File: config.mk
export PLATFORM = sky130hd
export DESIGN_NAME = pc_branch_unit
export DESIGN_NICKNAME = d
export VERILOG_FILES = /design/src/rtl/program_counter_pkg.sv /design/src/rtl/return_address_stack.sv /design/src/rtl/pc_branch_unit.sv
export SDC_FILE = /design/constraint.sdc
export NUM_CORES = 1
export LEC_CHECK = 0
export ABC_AREA = 1
export CAP_MARGIN = 20
export CORE_MARGIN = 5
export CORE_UTILIZATION = 39
export CTS_BUF_LIST = sky130_fd_sc_hd__clkbuf_8 sky130_fd_sc_hd__clkbuf_16
export CTS_CLUSTER_SIZE = 20
export DETAILED_ROUTE_END_ITERATION = 12
export PLACE_DENSITY_LB_ADDON = 0.25
export SLEW_MARGIN = 0
export SYNTH_ARGS = -nofsm -noshare
export SYNTH_HDL_FRONTEND = slang
export SYNTH_SLANG_ARGS = --single-unit
export TNS_END_PERCENT = 100
File: constraint.sdc
create_clock -name clk -period 3.1 [get_ports clk]
set_input_delay 0.465 -clock clk [delete_from_list [all_inputs] [get_ports clk]]
set_output_delay 0.465 -clock clk [all_outputs]
set_load 0.005 [all_outputs]
File: src/rtl/program_counter_pkg.sv
// Shared types for the fetch PC / branch unit: branch conditions, next-PC
// select encoding and the flag-based condition evaluator.
package program_counter_pkg;

   typedef enum logic [2:0] {
      ZERO, NOT_ZERO, POSITIVE, NEGATIVE,
      CARRY_SET, CARRY_CLEARED, OVERFLOW_SET, OVERFLOW_CLEARED
   } branch_condition_e;

   typedef enum logic [2:0] {HOLD, RET, CALL, BRANCH, SEQ} pc_sel_e;

   function automatic logic cond_eval(input branch_condition_e cond,
                                      input logic z, input logic n,
                                      input logic c, input logic v);
      logic r;
      r = 1'b0;
      case (cond)
         ZERO:             r = z;
         NOT_ZERO:         r = !z;
         POSITIVE:         r = !z && !n;
         NEGATIVE:         r = n;
         CARRY_SET:        r = c;
         CARRY_CLEARED:    r = !c;
         OVERFLOW_SET:     r = v;
         OVERFLOW_CLEARED: r = !v;
         default:          r = 1'b0;
      endcase
      return r;
   endfunction

endpackage

File: src/rtl/return_address_stack.sv
// Circular return-address stack; a push when full overwrites the oldest entry.
// Only instantiated when PC_RAS_EN is defined.
module return_address_stack #(
   parameter int PC_WIDTH  = 16,
   parameter int RAS_DEPTH = 4
) (
   input  logic                             clk,
   input  logic                             rst,
   input  logic                             push,
   input  logic                             pop,
   input  logic [PC_WIDTH-1:0]              push_data,
   output logic [PC_WIDTH-1:0]              pop_data,
   output logic                             full,
   output logic                             empty,
   output logic [$clog2(RAS_DEPTH+1)-1:0]   count
);

   localparam int PW = $clog2(RAS_DEPTH);
   localparam int CW = $clog2(RAS_DEPTH + 1);

   logic [PW-1:0]       top_q, top_d;
   logic [CW-1:0]       count_q, count_d;
   logic [PC_WIDTH-1:0] mem_q [RAS_DEPTH];

   assign full     = (count_q == CW'(RAS_DEPTH));
   assign empty    = (count_q == '0);
   assign count    = count_q;
   assign pop_data = mem_q[top_q];

   always_comb begin
      top_d   = top_q;
      count_d = count_q;
      if (push) begin
         // Pointer always advances; when full the slot reached is the oldest.
         top_d = top_q + 1'b1;
         if (!full) count_d = count_q + 1'b1;
      end else if (pop && !empty) begin
         top_d   = top_q - 1'b1;
         count_d = count_q - 1'b1;
      end
   end

   always_ff @(posedge clk or posedge rst) begin
      if (rst) begin
         top_q   <= '0;
         count_q <= '0;
      end else begin
         top_q   <= top_d;
         count_q <= count_d;
      end
   end

   always_ff @(posedge clk) begin
      if (push) mem_q[top_d] <= push_data;
   end

endmodule

File: src/rtl/pc_branch_unit.sv
// Fetch program counter with conditional/relative branches and call/return.
// Define PC_RAS_EN to build the return-address stack; otherwise ret underflows.
module pc_branch_unit
   import program_counter_pkg::*;
#(
   parameter int                     PC_WIDTH     = 16,
   parameter int                     RAS_DEPTH    = 4,
   parameter logic [PC_WIDTH-1:0]    RESET_VECTOR = '0
) (
   input  logic                clk,
   input  logic                reset,
   input  logic                stall,
   input  logic                branch_valid,
   input  branch_condition_e   branch_cond,
   input  logic                branch_relative,
   input  logic [PC_WIDTH-1:0] branch_target,
   input  logic                call,
   input  logic                ret,
   input  logic                flag_zero,
   input  logic                flag_negative,
   input  logic                flag_carry,
   input  logic                flag_overflow,
   output logic [PC_WIDTH-1:0] pc,
   output logic                redirect,
   output logic                ras_overflow,
   output logic                ras_underflow,
   output logic                illegal_req
);

   if (PC_WIDTH < 4 || RAS_DEPTH < 2 || (RAS_DEPTH & (RAS_DEPTH - 1)) != 0) begin : g_bad_param
      $error("pc_branch_unit: illegal PC_WIDTH/RAS_DEPTH");
   end

   logic [PC_WIDTH-1:0] pc_q, pc_d, pc_plus1, target;
   logic                redirect_q, redirect_d;
   logic                ovf_q, ovf_d, unf_q, unf_d, illegal_q, illegal_d;
   logic                multi_req;
   pc_sel_e             sel;
   logic                ras_full, ras_empty, ras_pop_ok;
   logic [PC_WIDTH-1:0] ras_top;

   assign pc_plus1  = pc_q + 1'b1;
   assign target    = branch_relative ? pc_q + branch_target : branch_target;
   assign multi_req = (ret && call) || (ret && branch_valid) || (call && branch_valid);

   always_comb begin
      if (stall)                                                          sel = HOLD;
      else if (ret)                                                       sel = RET;
      else if (call)                                                      sel = CALL;
      else if (branch_valid &&
               cond_eval(branch_cond, flag_zero, flag_negative, flag_carry, flag_overflow))
                                                                          sel = BRANCH;
      else                                                                sel = SEQ;
   end

`ifdef PC_RAS_EN
   logic [$clog2(RAS_DEPTH+1)-1:0] ras_count;

   assign ras_pop_ok = (ras_count != '0);

   return_address_stack #(.PC_WIDTH(PC_WIDTH), .RAS_DEPTH(RAS_DEPTH)) u_ras (
      .clk       (clk),
      .rst       (reset),
      .push      (sel == CALL),
      .pop       ((sel == RET) && ras_pop_ok),
      .push_data (pc_plus1),
      .pop_data  (ras_top),
      .full      (ras_full),
      .empty     (ras_empty),
      .count     (ras_count)
   );
`else
   assign ras_pop_ok = 1'b0;
   assign ras_full   = 1'b0;
   assign ras_empty  = 1'b1;
   assign ras_top    = '0;
`endif

   always_comb begin
      pc_d       = pc_q;
      redirect_d = redirect_q;
      ovf_d      = ovf_q;
      unf_d      = unf_q;
      illegal_d  = !stall && multi_req;
      case (sel)
         RET: begin
            if (ras_empty || !ras_pop_ok) begin
               pc_d       = pc_plus1;
               redirect_d = 1'b0;
               unf_d      = 1'b1;
            end else begin
               pc_d       = ras_top;
               redirect_d = 1'b1;
            end
         end
         CALL: begin
            pc_d       = target;
            redirect_d = 1'b1;
            ovf_d      = ovf_q || ras_full;
         end
         BRANCH: begin
            pc_d       = target;
            redirect_d = 1'b1;
         end
         SEQ: begin
            pc_d       = pc_plus1;
            redirect_d = 1'b0;
         end
         default: ;
      endcase
   end

   always_ff @(posedge clk or posedge reset) begin
      if (reset) begin
         pc_q       <= RESET_VECTOR;
         redirect_q <= 1'b0;
         ovf_q      <= 1'b0;
         unf_q      <= 1'b0;
         illegal_q  <= 1'b0;
      end else begin
         pc_q       <= pc_d;
         redirect_q <= redirect_d;
         ovf_q      <= ovf_d;
         unf_q      <= unf_d;
         illegal_q  <= illegal_d;
      end
   end

   assign pc            = pc_q;
   assign redirect      = redirect_q;
   assign ras_overflow  = ovf_q;
   assign ras_underflow = unf_q;
   assign illegal_req   = illegal_q;

endmodule

Word level (Yosys, flattened, before mapping)
Index checks and enable logic that the tools add are counted.
- register bits after elaboration: 19
- memory bits (writable): 0
- word-level logic and storage cells: 45
- memories kept: 0
- memory bits (read-only): 0
- latch bits: 0
- bits of input ports: 30
- multipliers: 0
- div/mod/pow operators: 0
- shifts and indexed selects: 0
- $lt $le $gt $ge: 0
- bitwise gates (word level): 0
- multiplexer cells: 11
- reduce and logical (&&, ||, !) cells: 17
- add/subtract/negate cells: 2
- equal/unequal tests: 11
- operators by type and width (kind ; number):
    case mux 16 bit (2 select lines) ; 1
    adder 16 x 1 -> 16 bit, second input constant ; 1
    adder 16 bit ; 1
    2-to-1 mux 16 bit ; 1
    equality test 3 bit, second input constant ; 5
    equality test 3 x 2 -> 1 bit, second input constant ; 4
    2-to-1 mux 3 bit ; 4
    case mux 1 bit (8 select lines) ; 1
    equality test 3 x 1 -> 1 bit, second input constant ; 2
    logical AND 1 bit ; 6
    logical NOT 1 bit ; 5
    OR reduction 2 bit ; 2
    logical NOT 3 bit ; 1
    2-to-1 mux 1 bit ; 3
    logical OR 1 bit ; 2
    case mux 1 bit (2 select lines) ; 1
    nonzero test 2 bit ; 1

Depth between registers and ports, before layout
- depth in word-level cells: 14
- gate-level depth with buffers: 13
- gate-level depth less buffers: 13

Least setup slack after synthesis
Ideal clock, no wire load.
- kind: input -> register
- start: input port branch_target[0]
- end: register pc_q[8], in the netlist pc[8]
- library setup time: 0.073 ns
- arrival: 1.786 ns
- stages: 13
- path slack: 1.241 ns
- data required time: 3.027 ns
- path through: ha_1 -> inv_1 -> fa_1 -> inv_1 -> nand3_1 -> nand3_1 -> nand2_1 -> nand2_1 -> xor2_1 -> nand2_1 -> nand2_1 -> nand2_1 -> a21oi_2
- word-level cells in the longest chain between the ends: 3
- RTL lines (item ; line ; text):
    start, declared ; pc_branch_unit.sv:16 ; input logic [PC_WIDTH-1:0] branch_target,
    adder 16 bit ; pc_branch_unit.sv:43 ; assign target = branch_relative ? pc_q + branch_target : branch_target;
    2-to-1 mux 16 bit ; pc_branch_unit.sv:43 ;
    case mux 16 bit (2 select lines) ; pc_branch_unit.sv:85 ; case (sel)
    end signal, assigned ; pc_branch_unit.sv:121 ; pc_q <= pc_d;
    end, declared ; pc_branch_unit.sv:34 ; logic [PC_WIDTH-1:0] pc_q, pc_d, pc_plus1, target;
Every way passes these cells.
A chain may end at the register's enable or synchronous reset.

Worst setup path in the final report
Ends and elaborated chain as after synthesis.

==> key figures <==
Route
  – Drt first pass iters: 4
  – WL final: 6.68 mm
  – DRT iter0 DRCs: approximately 130
  – Vias/cell: ~5.0
  – DRC violations left: 0
  – WL/cell: between 10 and 15 µm
  – Final ANT Viol Nets: 0
  – Vias: about 2600

STA
  – Hold Vio Cnt, Final: 0
  – Tmin final: 2.21 ns
  – Period utilization: 71.4%
  – Slew headroom: between 40% and 50%
  – Measured slew at the worst slew-check pin: 0.749 ns
  – Setup violations, final: 0
  – Final slew viol count: 0
  – Fmax: 452 MHz
  – Setup ws final: 0.888 ns
  – Unrepaired setup endpoints after global routing: false
  – Final setup TNS: 0 ns
  – Final Skew: 0.00219 ns

Place
  – Gpl congestion: 0.888
  – PortBufs: 48
  – Pre-CTS WS: 0.613 ns
  – HPWL Detailed: between 5 and 6 mm

Global routing
  – Vias in the first global route: 2496
  – Initial antenna violation count: 0
  – First-pass GRT wire length: around 11 mm
  – Largest net degree at the start of global routing: 20
  – Global route overflow: 0
  – GRT Util Overall: 18.3%

Die
  – IO Pins: 50
  – Starting Density: 40.2%
  – Row count: 28
  – CORE AREA: 5960 µm²
  – Die Y: between 80 and 90 µm
  – DIE AREA: 7810 µm²
  – Die Wd: around 88 µm

Pwr
  – Pwr Total: 1.54 mW
  – Max VDD drop: 0.000236 V
  – Pwr dens: 514 nW/µm²
  – Leak: 1.56 nW

Setup path
  – Arr. time, crit path: 2.41 ns
  – Crit-path cells: clkdlybuf4s50_1 -> ha_1 -> inv_1 -> fa_1 -> inv_1 -> nand3_1 -> nand3_1 -> nand2_1 -> nand2_1 -> xor2_1 -> nand2_1 -> nand2_1 -> nand2_1 -> a21oi_2
  – CP peak stage delay: 0.48 ns
  – CP dominant cell by count: nand2_1
  – Critical Path RT: roughly 3.3 ns
  – CP endpoint kind: flip-flop
  – Worst path bufs/invs: 3
  – Critical Path Start Type: primary input
  – Delay-heaviest family, CP: buffers and inverters
  – WS Path Type: primary input to flip-flop
  – Max FO, Critical Path: 4
  – Worst path slowest cell: clkdlybuf4s50_1

Synth
  – Number of synthesized flops with an enable pin: 0
  – Distinct cells, synth: 38
  – Post-synth top flop: dfrtp_1
  – Synthesized area: 2390 µm²
  – Post-Syn Nets: about 440
  – Synth Register Bits: 19
  – Yosys warns: 0
  – Avg Synthesized Cell Area: 6.08 µm²
  – Synth async-reset ratio: 100%
  – Yosys top cell area share: roughly a fifth
  – Sequential-to-total area share from yosys stat: between 10% and 20%
  – Dominant cell type by area after synthesis: nand2_1
  – Cells after synthesis: 394
  – Synth area leaders: nand2_1 (21%), dfrtp_1 (20%), ha_1 (8.4%)

Finish
  – Final nets: 489
  – Finished Core Util: 50.3%
  – Diodes inserted: 0
  – FF+latch area: approximately 480 µm²
  – Area occupied by multi-input gates: 1690 µm²
  – Fillers: 653
  – Layout cell share with drive strength beyond 1: 5.67%
  – Synthesis-to-layout area growth: 25.0%

Clock tree
  – H-Tree Depth: 1
  – CTS Sinks: 19
  – CTS Buffer Depth: 2
  – CTS tree: yes
  – Post-CTS Setup Bufs: 0
  – Clk pin slew, worst setup/hold paths: 0.07 ns
  – Inserted Clock Buffers: 3
  – Clk_lat worst skew: 0.26 ns
  – Clk Tree Root Cell: clkbuf_8
  – Post-CTS Resized: 0
  – CTS Hold Bufs: 0

Min path
  – Hold Crit Class: flip-flop to flip-flop

Job
  – Number of max-cap violations: 0

Status
  – Outcome: complete, no violations
synthesized netlist by cell type, types with 2 or more instances:
cell type / n
or2_1: 2
nor2_1: 37
inv_1: 50
buf_2: 4
dfrtp_1: 19
or2_0: 4
nand2_4: 5
o21ai_0: 5
o211ai_1: 3
nor3_2: 2
nand3_1: 35
nand2_1: 131
nand3_2: 2
a21oi_1: 27
a21oi_2: 6
o22ai_1: 2
nand4_1: 6
nand3b_1: 4
nor3_1: 5
xnor2_1: 5
ha_1: 16
inv_2: 2
xor2_1: 6
clkbuf_1: 2
where the power goes:
part | switching, mW | internal, mW
clock network | 0.0874 | 0.0883
logic | 0.514 | 0.421
registers | 0.125 | 0.304
cell families after synthesis:
logic type,share of synthesized area (%)
flops,19.9
xor+xnor,4.02
mux,0.418
other cells,0.157
buf+inv,9.61
simple gates,44.6
fa+ha+maj,9.20
compound gates,12.2
layer usage:
metal  up-vias  global-route usage [%]  routed length, µm
met5         -                       0                  0
met4         0                    4.67                 89
met3         7                    1.77                383
met2        68                    31.8               3240
met1      1155                    24.3               2970
li1       1364                       -                  -
metrics by stage:
step                      std cells  hold slack, ns  instance area, µm²
after detailed placement        512           0.460                2950
after floorplan                 394           0.416                2390
after global routing            516           0.525                2990
final                           516           0.477                2990
after global placement          512           0.462                2950
after CTS                       516           0.488                2990
layout by cell type (no fill, tap or decap), drive strengths merged:
cell type	synthesis	final
a211oi	1	1
a21o	1	1
a21oi	33	33
and2	1	1
buf	5	2
clkbuf	2	3
clkdlybuf4s50	0	48
conb	1	1
dfrtp	19	19
fa	1	1
ha	16	16
inv	52	53
mux2i	1	1
nand2	137	137
nand3	37	37
nand3b	4	4
nand4	6	6
nor2	37	37
nor3	8	8
o211ai	3	3
o21a	1	1
o21ai	6	6
o221ai	1	1
o22ai	2	2
o31ai	1	1
or2	7	7
xnor2	5	5
xor2	6	6
worst paths after layout:
path                             startpoint       endpoint  slack [ns]  depth (start not counted)
min reg2reg                   ras_underflow  ras_underflow        0.48                          2
min in group asynchronous             reset         pc[13]        0.63                          2
max reg2reg                           pc[0]          pc[8]        1.05                         13
max in group asynchronous             reset          pc[7]        2.00                          2
max                        branch_target[0]          pc[8]        0.89                         14
min                           ras_underflow  ras_underflow        0.48                          2
sequential cells by signal, indices dropped and copies added, names as in the netlist:
signal and cells:
illegal_req 1, pc 16, ras_underflow 1, redirect 1
final cells by class:
cell class / instances / share of cell area [%]
sequential: 19 / 15.9
inverter: 52 / 6.52
timing repair buffer: 50 / 16.5
multi-input combinational: 316 / 56.4
clock inverter: 1 / 0.125
tap: 75 / 3.13
clock buffer: 3 / 1.38
tightest hold or removal path: stages (launching register included):
cell and delay, ns:
dfrtp_1 0.35, inv_1 0.04, nand2_1 0.05
No activity file was read; power rests on OpenSTA's default activity.
